==> src/rtl/cla_pkg.sv <==
// Shared constants and helpers for the carry-lookahead adder.
package cla_pkg;

    localparam int unsigned GROUP_W = 4;

    function automatic int unsigned num_groups(input int unsigned width);
        return width / GROUP_W;
    endfunction

endpackage

==> src/rtl/cla_group4.sv <==
// One 4-bit lookahead group: flat sum-of-products carries plus group generate/propagate.
module cla_group4
    import cla_pkg::*;
(
    input  logic [GROUP_W-1:0] a,
    input  logic [GROUP_W-1:0] b,
    input  logic               ci,
    output logic [GROUP_W-1:0] s,
    output logic               gg,
    output logic               gp,
    output logic               co
);

    logic [GROUP_W-1:0] g;
    logic [GROUP_W-1:0] p;
    logic [GROUP_W-1:0] c;

    always_comb begin
        g = a & b;
        p = a ^ b;

        // Every carry is expanded directly from g/p/ci so no carry waits on another.
        c[0] = ci;
        c[1] = g[0] | (p[0] & ci);
        c[2] = g[1] | (p[1] & g[0]) | (p[1] & p[0] & ci);
        c[3] = g[2] | (p[2] & g[1]) | (p[2] & p[1] & g[0]) | (p[2] & p[1] & p[0] & ci);

        gg = g[3] | (p[3] & g[2]) | (p[3] & p[2] & g[1]) | (p[3] & p[2] & p[1] & g[0]);
        gp = &p;
        co = gg | (gp & ci);

        s = p ^ c;
    end

endmodule

==> src/rtl/cla_adder.sv <==
// Registered WIDTH-bit carry-lookahead adder, 1-cycle latency with valid qualifier.
// Define CLA_OVF_EN to add the registered signed-overflow output ovf.
module cla_adder
    import cla_pkg::*;
#(
    parameter int unsigned WIDTH = 4
) (
    input  logic             clk,
    input  logic             rst,
    input  logic             in_valid,
    input  logic [WIDTH-1:0] a,
    input  logic [WIDTH-1:0] b,
    input  logic             cin,
    output logic [WIDTH-1:0] s,
    output logic             cout,
    output logic             out_valid
`ifdef CLA_OVF_EN
    ,
    output logic             ovf
`endif
);

    localparam int unsigned NG = num_groups(WIDTH);

    logic [NG-1:0]    gg;
    logic [NG-1:0]    gp;
    logic [NG-1:0]    co;
    logic [NG:1]      gc_la;
    logic [NG:0]      gc;
    logic [WIDTH-1:0] s_d;
    logic             cout_d;

    logic [WIDTH-1:0] s_q;
    logic             cout_q;
    logic             out_valid_q;

    assign gc = {gc_la, cin};

    for (genvar j = 0; j < NG; j++) begin : g_group
        cla_group4 u_group (
            .a  (a[j*GROUP_W +: GROUP_W]),
            .b  (b[j*GROUP_W +: GROUP_W]),
            .ci (gc[j]),
            .s  (s_d[j*GROUP_W +: GROUP_W]),
            .gg (gg[j]),
            .gp (gp[j]),
            .co (co[j])
        );
    end

    // Second-level lookahead: each group carry-in is a flat OR of generate terms
    // propagated through the intervening groups, plus cin propagated through all of them.
    always_comb begin
        logic carry;
        logic term;
        carry = 1'b0;
        term  = 1'b0;
        gc_la = '0;
        for (int j = 0; j < int'(NG); j++) begin
            carry = 1'b0;
            for (int k = 0; k <= j; k++) begin
                term = gg[k];
                for (int m = k + 1; m <= j; m++) begin
                    term = term & gp[m];
                end
                carry = carry | term;
            end
            term = cin;
            for (int m = 0; m <= j; m++) begin
                term = term & gp[m];
            end
            gc_la[j+1] = carry | term;
        end
    end

    assign cout_d = gc[NG];

    // Each group's own carry-out must agree with the lookahead network.
    assert property (@(posedge clk) disable iff (rst) co == gc[NG:1]);

    always_ff @(posedge clk) begin
        if (rst) begin
            s_q         <= '0;
            cout_q      <= 1'b0;
            out_valid_q <= 1'b0;
        end else begin
            out_valid_q <= in_valid;
            if (in_valid) begin
                s_q    <= s_d;
                cout_q <= cout_d;
            end
        end
    end

    assign s         = s_q;
    assign cout      = cout_q;
    assign out_valid = out_valid_q;

`ifdef CLA_OVF_EN
    logic msb_cin;
    logic ovf_d;
    logic ovf_q;

    // Carry into the MSB recovered from the sum: s = a ^ b ^ c.
    assign msb_cin = a[WIDTH-1] ^ b[WIDTH-1] ^ s_d[WIDTH-1];
    assign ovf_d   = cout_d ^ msb_cin;

    always_ff @(posedge clk) begin
        if (rst) begin
            ovf_q <= 1'b0;
        end else if (in_valid) begin
            ovf_q <= ovf_d;
        end
    end

    assign ovf = ovf_q;
`endif

endmodule

==> config.mk <==
export PLATFORM = sky130hd
export DESIGN_NAME = cla_adder
export DESIGN_NICKNAME = d
export VERILOG_FILES = /design/src/rtl/cla_pkg.sv /design/src/rtl/cla_group4.sv /design/src/rtl/cla_adder.sv
export SDC_FILE = /design/constraint.sdc
export NUM_CORES = 1
export LEC_CHECK = 0
export CELL_PAD_IN_SITES_DETAIL_PLACEMENT = 1
export CELL_PAD_IN_SITES_GLOBAL_PLACEMENT = 2
export CORE_ASPECT_RATIO = 0.75
export CORE_MARGIN = 2
export CORE_UTILIZATION = 20
export CTS_BUF_LIST = sky130_fd_sc_hd__clkbuf_4
export DETAILED_ROUTE_END_ITERATION = 8
export GPL_ROUTABILITY_DRIVEN = 0
export MAX_ROUTING_LAYER = met4
export PLACE_DENSITY_LB_ADDON = 0.08
export SLEW_MARGIN = 5
export SYNTH_ARGS = -nofsm -noshare
export SYNTH_HDL_FRONTEND = slang
export SYNTH_SLANG_ARGS = --single-unit
==> constraint.sdc <==
create_clock -name clk -period 1.42 [get_ports clk]
set_input_delay 0.355 -clock clk [delete_from_list [all_inputs] [get_ports clk]]
set_output_delay 0.355 -clock clk [all_outputs]
set_load 0.005 [all_outputs]
==> results of run 1 <==
[critical path, cell delays in order]
cell and delay [ns]:
clkdlybuf4s50_1 0.44, ha_4 0.29, o21ai_2 0.05, buf_4 0.13, o21ai_0 0.15, o32ai_1 0.09
[synthesized netlist by cell type, types with 2 or more instances]
cell	instances	area (um2)
nor2_1	5	18.8
buf_2	2	10.0
inv_1	6	22.5
nor3b_1	2	15.0
o21ai_0	2	10.0
ha_1	4	50.1
dfxtp_1	6	120
[metrics by stage]
| step | instance area [um2] | power [uW] | hold slack (ns) |
|---|---|---|---|
| floorplan | 394 | 272 | 0.469 |
| global placement | 649 | 379 | 0.465 |
| detailed placement | 649 | 379 | 0.477 |
| CTS | 704 | 553 | 0.481 |
| global route | 743 | 602 | 0.498 |
| finish | 743 | 554 | 0.476 |
[final timing paths]
kind	endpoint	slack, ns	start
hold / removal	s[2]	0.48	s[2]
setup / recovery	s[2]	0.03	a[2]
hold reg to reg	s[2]	0.48	s[2]
setup reg to reg	cout	0.62	cout
[layer usage]
layer | vias up | share of wire [%] | track usage, %
met5 | - | 0 | -
met4 | 0 | 1.3 | 4.39
met3 | 2 | 6.0 | 4.94
met2 | 12 | 46 | 17.9
met1 | 206 | 46 | 14.3
li1 | 212 | - | -
[sequential cells by signal (all words and copies together) (netlist names)]
name,cells
cout,1
out_valid,1
s,4
[kinds of logic after synthesis]
kind of cell    after synthesis  share of synthesized area [%]
xor+xnor                      1                           2.22
buf+inv                       8                           8.25
fa+ha+maj                     5                           17.8
compound gates               10                           20.3
mux                           1                           2.54
flops                         6                           30.5
simple gates                 13                           18.4
[power by group through the flow]
stage / logic [uW] / clock network (uW) / registers [uW]
3_5_place_dp: 184 / 0 / 195
4_1_cts: 193 / 169 / 192
3_3_place_gp: 184 / 0 / 195
2_1_floorplan: 75.9 / 0 / 196
6_report: 202 / 161 / 191
5_1_grt: 224 / 185 / 193
[area by class of cell]
| class | instances | area, um2 | area share [%] |
|---|---|---|---|
| clock buffer | 3 | 22.5 | 3.03 |
| inverter | 6 | 22.5 | 3.03 |
| multi-input combinational | 30 | 317 | 42.6 |
| sequential | 6 | 120 | 16.2 |
| tap | 22 | 27.5 | 3.70 |
| timing repair buffer | 26 | 234 | 31.5 |
[what timing repair did]
action	in CTS	in global routing
gates resized for setup	18	8
pin swaps	7	1
endpoints found under the setup margin	10	5
hold buffers	0	0
cloned	0	0
==> flow_summary.ini, run 1 <==
[global_route]
first_global_vias = 487
grt_start_max_net_pins = 10
grt_overflow_total = 0
antenna_found_initial = 0
grt_usage_pct = 11.9
grt_pass1_wl_um = 2100

[power_and_ir_drop]
p_sw_share_pct = 28.0
vdd_ir_drop_max_uv = 349
pwr_density_cell_mw_per_mm2 = 746
intPower_uw = 399
p_leak_uw = 0.000349
p_sw_uw = 155
comb_power_share_pct = 36.5
sequentialPowerShare_pct = 34.5
clockPowerShare_pct = 29.1

[synth]
synth_cell_types = 24
synth_ff_type = dfxtp_1
ys_async_sr_fraction_pct = 0
ys_seq_area_share_pct = 30.5
avgSynthCellArea_um2 = 8.96
syn_nets = 61
yosys_warnings = 0
synth-edff-count = 0
syn_inst = 44
synth_area_um2 = 394
ys_ff_latch = 6

[worst_setup_path]
crit_path_max_fanout = 2
worstSetupPathType = in2reg
endpoint_kind = flop
crit_arrival_ns = 1.51
reg2reg_depth = 3
crit_path_start_kind = primary input
cp.required_ns = 1.54

[finish]
area_growth_pct = 88.6
instances_no_fill = 93
nets = 90
fill_cells = 209
drive_gt1_share_pct = 36.6
layout_common_cells = dlygate4sd2_1 (9), buf_4 (9), inv_1 (6), dfxtp_1 (6)
antenna_cells = 0
finish.utilization_pct = 41.5

[clock_tree]
clk_latency_ns = 0.25
cts-root-buf = clkbuf_4
tritoncts = yes
cts_sinks = 6
cts_buffers = 3
clk_path_buf_depth = 2
cts_setup_buffers = 0
path_clk_slew_ns = 0.04
htree_levels = 1

[routing]
routed_wl_um = 1190
wire_per_inst_um = 12.8
route.vias.total = 432
route.detailed.drc = 0
drt-pass1-iter-count = 2
via_per_inst = 4.65
final_antenna_net_count = 0
drt_iter0_drc = 3

[die]
pin_count = 18
start_util_pct = 22.0
rows = 13
die_h_um = 42.4
dieArea_mm2 = 0.00235
fp.dieW_um = 55.3
core_area_mm2 = 0.00179

[min_path]
whs_path_depth = 2
hold_path.class = reg2reg

[sta]
fin_skew_ns = 0
slew_headroom_pct = 80.1
timing.final.max_slew_violations = 0
hold_viol = 0
worstMarginPinSlew_ns = 0.298
clock.fmax_mhz = 721
rsz0062_at_grt = yes
setup_slack_ns = 0.0321
min_period_ns = 1.39
setup-violations-final = 0
setup_tns_ns = 0
finalCritPeriodShare_pct = 97.7

[place]
pre_cts_ws_ns = -0.454
io_buffers = 17
placed_cells = 90
hpwl_um = 930

[outcome]
outcome = completed

[job]
maxCapViolCount = 0
(Power assumes the default switching activity.)
==> run 2, diff against run 1 <==
--- a/config.mk
+++ b/config.mk
@@ -7,9 +7,8 @@
 export LEC_CHECK = 0
 export CELL_PAD_IN_SITES_DETAIL_PLACEMENT = 1
 export CELL_PAD_IN_SITES_GLOBAL_PLACEMENT = 2
-export CORE_ASPECT_RATIO = 0.75
 export CORE_MARGIN = 2
-export CORE_UTILIZATION = 20
+export CORE_UTILIZATION = 24
 export CTS_BUF_LIST = sky130_fd_sc_hd__clkbuf_4
 export DETAILED_ROUTE_END_ITERATION = 8
 export GPL_ROUTABILITY_DRIVEN = 0
==> constraint.sdc (replaced) <==
create_clock -name clk -period 1.7 [get_ports clk]
set_input_delay 0.425 -clock clk [delete_from_list [all_inputs] [get_ports clk]]
set_output_delay 0.425 -clock clk [all_outputs]
set_load 0.005 [all_outputs]
==> flow_summary.ini, run 2 (synthesis gave the netlist of run 1 again) <==
[clock_tree]
cts-root-buf = clkbuf_4
cts_sinks = 6
cts_buffers = 3
post_cts_resized = 0
path_clk_slew_ns = 0.05
htree_levels = 1
cts_hold_buf = 0
tritoncts = yes
cts_setup_buffers = 0
clk_path_buf_depth = 2
clk_latency_ns = 0.25

[sta]
min_period_ns = 1.59
slew_headroom_pct = 80.0
finalCritPeriodShare_pct = 93.6
setup_slack_ns = 0.108
timing.final.max_slew_violations = 0
setup_tns_ns = 0
hold_viol = 0
clock.fmax_mhz = 628
rsz0062_at_grt = no
fin_skew_ns = 0
worstMarginPinSlew_ns = 0.299
setup-violations-final = 0

[power_and_ir_drop]
pwr_density_cell_mw_per_mm2 = 680
sequentialPowerShare_pct = 35.1
intPower_uw = 327
p_leak_uw = 0.000298
p_sw_share_pct = 28.0
vdd_ir_drop_max_uv = 414
p_sw_uw = 127
comb_power_share_pct = 33.2
clockPowerShare_pct = 31.7

[finish]
mostFrequentLayoutCell = clkdlybuf4s50_1
antenna_cells = 0
layout_common_cells = clkdlybuf4s50_1 (15), buf_4 (7), inv_1 (6), dfxtp_1 (6), nor2_1 (5)
largest_register_ffs = 4
nets = 88
area_growth_pct = 69.2
final_cell_area_um2 = 667
drive_gt1_share_pct = 20.3

[die]
start_util_pct = 25.9
rows = 14
dieArea_mm2 = 0.00198
pin_count = 18
core_area_mm2 = 0.00152
die_h_um = 44.5
fp.dieW_um = 44.5

[outcome]
outcome = completed

[place]
pre_cts_ws_ns = -0.244
post_dp_cell_area_um2 = 627
io_buffers = 17
hpwl_um = 963

[global_route]
grt_pass1_wl_um = 1990
first_global_vias = 449
antenna_found_initial = 0
grt_overflow_total = 0
grt_usage_pct = 14.6
grt_start_max_net_pins = 8

[min_path]
hold_path.class = reg2reg

[worst_setup_path]
cp.required_ns = 1.83
worstSetupPathType = in2reg
path_buf_inv = 1
endpoint_kind = flop
slowest_delay_ns = 0.40
slowest_stage = clkdlybuf4s50_1
crit_path_start_kind = primary input
path_cells = clkdlybuf4s50_1 > ha_1 > or2_2 > a21oi_1 > o32ai_1
crit_arrival_ns = 1.72
cpLargestDelayFamily = buffers and inverters
crit_path_max_fanout = 3

[job]
maxCapViolCount = 0

[routing]
route.detailed.drc = 0
final_antenna_net_count = 0
via_per_inst = 4.92
drt-pass1-iter-count = 3
routed_wl_um = 1130
route.vias.total = 418
drt_iter0_drc = 2
wire_per_inst_um = 13.2
==> run 2: worst reg2reg max path: stages, from the launching register on <==
cell	delay [ns]
dfxtp_1	0.33
nor2_1	0.04
nor3_1	0.17
o41a_1	0.16
==> run 2: metrics by stage <==
| step | util, % | instances | power, uW | hold slack [ns] |
|---|---|---|---|---|
| final | 43.8 | 85 | 454 | 0.477 |
| after global routing | 43.8 | 85 | 492 | 0.494 |
| after CTS | 42.6 | 85 | 461 | 0.484 |
| after detailed placement | 41.1 | 82 | 312 | 0.477 |
| after global placement | 41.1 | 82 | 306 | 0.461 |
| after floorplan | - | 44 | 227 | 0.469 |
==> run 2: power groups by stage <==
stage,clock network (uW),logic [uW],registers (uW)
2_1_floorplan,0,63.4,164
3_3_place_gp,0,144,162
3_5_place_dp,0,149,162
4_1_cts,152,149,159
5_1_grt,163,168,161
6_report,144,151,159
==> run 2: worst paths after layout <==
path              from    to  slack [ns]  cells past startpoint
setup / recovery  a[1]  s[2]        0.11                      5
hold / removal    s[0]  s[0]        0.48                      2
setup reg to reg  cout  cout        0.95                      3
hold reg to reg   s[0]  s[0]        0.48                      2
==> run 2: routing by layer <==
layer  vias up  GRT usage (%)  routed length (um)
met5         -              -                   0
met4         0           3.64                   5
met3         2           6.12                  64
met2        11           24.6                 567
met1       196           15.6                 488
li1        209              -                   -
==> run 2: final cells by class <==
| class | count | area, um2 |
|---|---|---|
| Clock buffer | 3 | 22.5 |
| Inverter | 6 | 22.5 |
| Timing Repair Buffer | 24 | 228 |
| Multi-Input combinational cell | 30 | 254 |
| Tap cell | 16 | 20.0 |
| Fill cell | 178 | 857 |
| Sequential cell | 6 | 120 |
==> run 3, diff against run 2 <==
--- a/config.mk
+++ b/config.mk
@@ -8,7 +8,7 @@
 export CELL_PAD_IN_SITES_DETAIL_PLACEMENT = 1
 export CELL_PAD_IN_SITES_GLOBAL_PLACEMENT = 2
 export CORE_MARGIN = 2
-export CORE_UTILIZATION = 24
+export CORE_UTILIZATION = 23
 export CTS_BUF_LIST = sky130_fd_sc_hd__clkbuf_4
 export DETAILED_ROUTE_END_ITERATION = 8
 export GPL_ROUTABILITY_DRIVEN = 0
==> constraint.sdc (replaced) <==
create_clock -name clk -period 1.63 [get_ports clk]
set_input_delay 0.4075 -clock clk [delete_from_list [all_inputs] [get_ports clk]]
set_output_delay 0.4075 -clock clk [all_outputs]
set_load 0.005 [all_outputs]
==> flow_summary.ini, run 3 (synthesis gave the netlist of run 1 again) <==
[routing]
wire_per_inst_um = 12.4
route.detailed.drc = 0
met2_length_um = 489
final_antenna_net_count = 0
drt-pass1-iter-count = 2
drt_iter0_drc = 1
routed_wl_um = 1070
route.vias.total = 421
routedLengthMet1_um = 524
top_layer = met4
via_per_inst = 4.90
routed-wl-met3_um = 39

[worst_setup_path]
crit_path_max_fanout = 3
regToRegEndpoint = cout
cp.required_ns = 1.76
crit_path_start_kind = primary input
r2r_slack_ns = 0.87
worstSetupPathType = in2reg
crit-reg2reg-launch = cout
reg2reg_depth = 3
slowest_stage = clkdlybuf4s50_1
crit_arrival_ns = 1.70
endpoint_kind = flop
slowest_delay_ns = 0.40
path_cells = clkdlybuf4s50_1 > ha_1 > or2_2 > a21oi_2 > o32ai_1

[die]
dieArea_mm2 = 0.00206
pin_count = 18
fp.dieW_um = 45.4
start_util_pct = 25.3
core_area_mm2 = 0.00156
die_h_um = 45.4
rows = 14

[finish]
fill_cells = 194
seq_area_um2 = 120
largest_register_ffs = 4
layout_common_cells = clkdlybuf4s50_1 (15), buf_4 (8), inv_1 (6), dfxtp_1 (6), nor2_1 (5)
antenna_cells = 0
nets = 89
area_growth_pct = 70.2
finish.utilization_pct = 43.0
drive_gt1_share_pct = 22.9
multiInputGateArea_um2 = 258
instances_no_fill = 86
mostFrequentLayoutCell = clkdlybuf4s50_1

[clock_tree]
cts-root-buf = clkbuf_4
cts_hold_buf = 0
path_clk_slew_ns = 0.05
cts_sinks = 6
clk_path_buf_depth = 2
tritoncts = yes
htree_levels = 1
clk_latency_ns = 0.25
cts_buffers = 3

[outcome]
outcome = completed

[sta]
setup-violations-final = 0
slew_headroom_pct = 79.6
hold_viol = 0
setup_tns_ns = 0
fin_worst_hold_slack_ns = 0.488
finalCritPeriodShare_pct = 96.2
min_period_ns = 1.57
fin_skew_ns = 0
worstMarginPinSlew_ns = 0.302
rsz0062_at_grt = no
timing.final.max_slew_violations = 0
setup_slack_ns = 0.0624
clock.fmax_mhz = 638

[global_route]
grt_start_max_net_pins = 8
grt_overflow_total = 0
antenna_found_initial = 0
grt_usage_pct = 12.9
first_global_vias = 394
grt_pass1_wl_um = 1780

[job]
maxCapViolCount = 0

[min_path]
hold_path.class = reg2reg
worst_hold_path.endpoint = s[2]
min_from = s[2]
whs_path_depth = 2

[power_and_ir_drop]
vdd_ir_drop_max_uv = 302
p_leak_uw = 0.000287
pwr_density_cell_mw_per_mm2 = 706

[place]
pre_cts_ws_ns = -0.277
io_buffers = 17
placed_cells = 83
hpwl_um = 834
==> run 3: changes by cell type in the layout (fill, tap and decap cells not counted) <==
| cell | change |
|---|---|
| buf_4 | +1 |
| a21oi_2 | +1 |
| dlymetal6s2s_1 | -2 |
| dlygate4sd2_1 | +2 |
| a21oi_1 | -1 |
==> run 3: repair_timing <==
action                     CTS  global route
setup endpoints to repair    2             2
gates resized for setup      4             1
pin swaps                    3             0
buffers inserted             0             0
==> run 3: area by class of cell <==
| cell class | instances | share of cell area, % |
|---|---|---|
| clock buffers | 3 | 3.36 |
| inverters | 6 | 3.36 |
| multi-input cells | 30 | 38.4 |
| flip-flops and latches | 6 | 17.9 |
| well taps | 16 | 2.99 |
| repair buffers | 25 | 34.0 |
==> run 3: how the worst max path moves through the flow <==
stage | start | endpoint | cells after the start
final | a[1] | s[2] | 5
after global routing | b[1] | cout | 5
after floorplan | a[1] | cout | 4
after detailed placement | a[0] | s[2] | 5
after CTS | a[1] | cout | 5
after global placement | a[0] | s[2] | 5
==> run 3: metal layers <==
layer  global-route usage [%]  up-vias
met1                     16.3      192
li1                         -      212
met3                     2.38        2
met5                        -        -
met4                     8.82        0
met2                     18.3       15
==> run 3: metrics by stage <==
step           power (uW)  instance area (um2)
6_report              474                  671
5_1_grt               510                  671
4_1_cts               481                  671
3_5_place_dp          328                  634
3_3_place_gp          326                  634
2_1_floorplan         237                  394
==> run 3: critical path, delay by kind of cell <==
kind                     cells  cell delay, ns
AO/OA/AOI/OAI                2            0.25
AND/OR/NAND/NOR              1            0.31
buffers and inverters        1            0.40
adder cells (fa/ha/maj)      1            0.33
==> run 3: where the power goes <==
group | internal [uW] | switching [uW]
Combinational | 99.2 | 63.2
Sequential | 161 | 6.89
Clock | 83.7 | 60.0
Total | 344 | 130
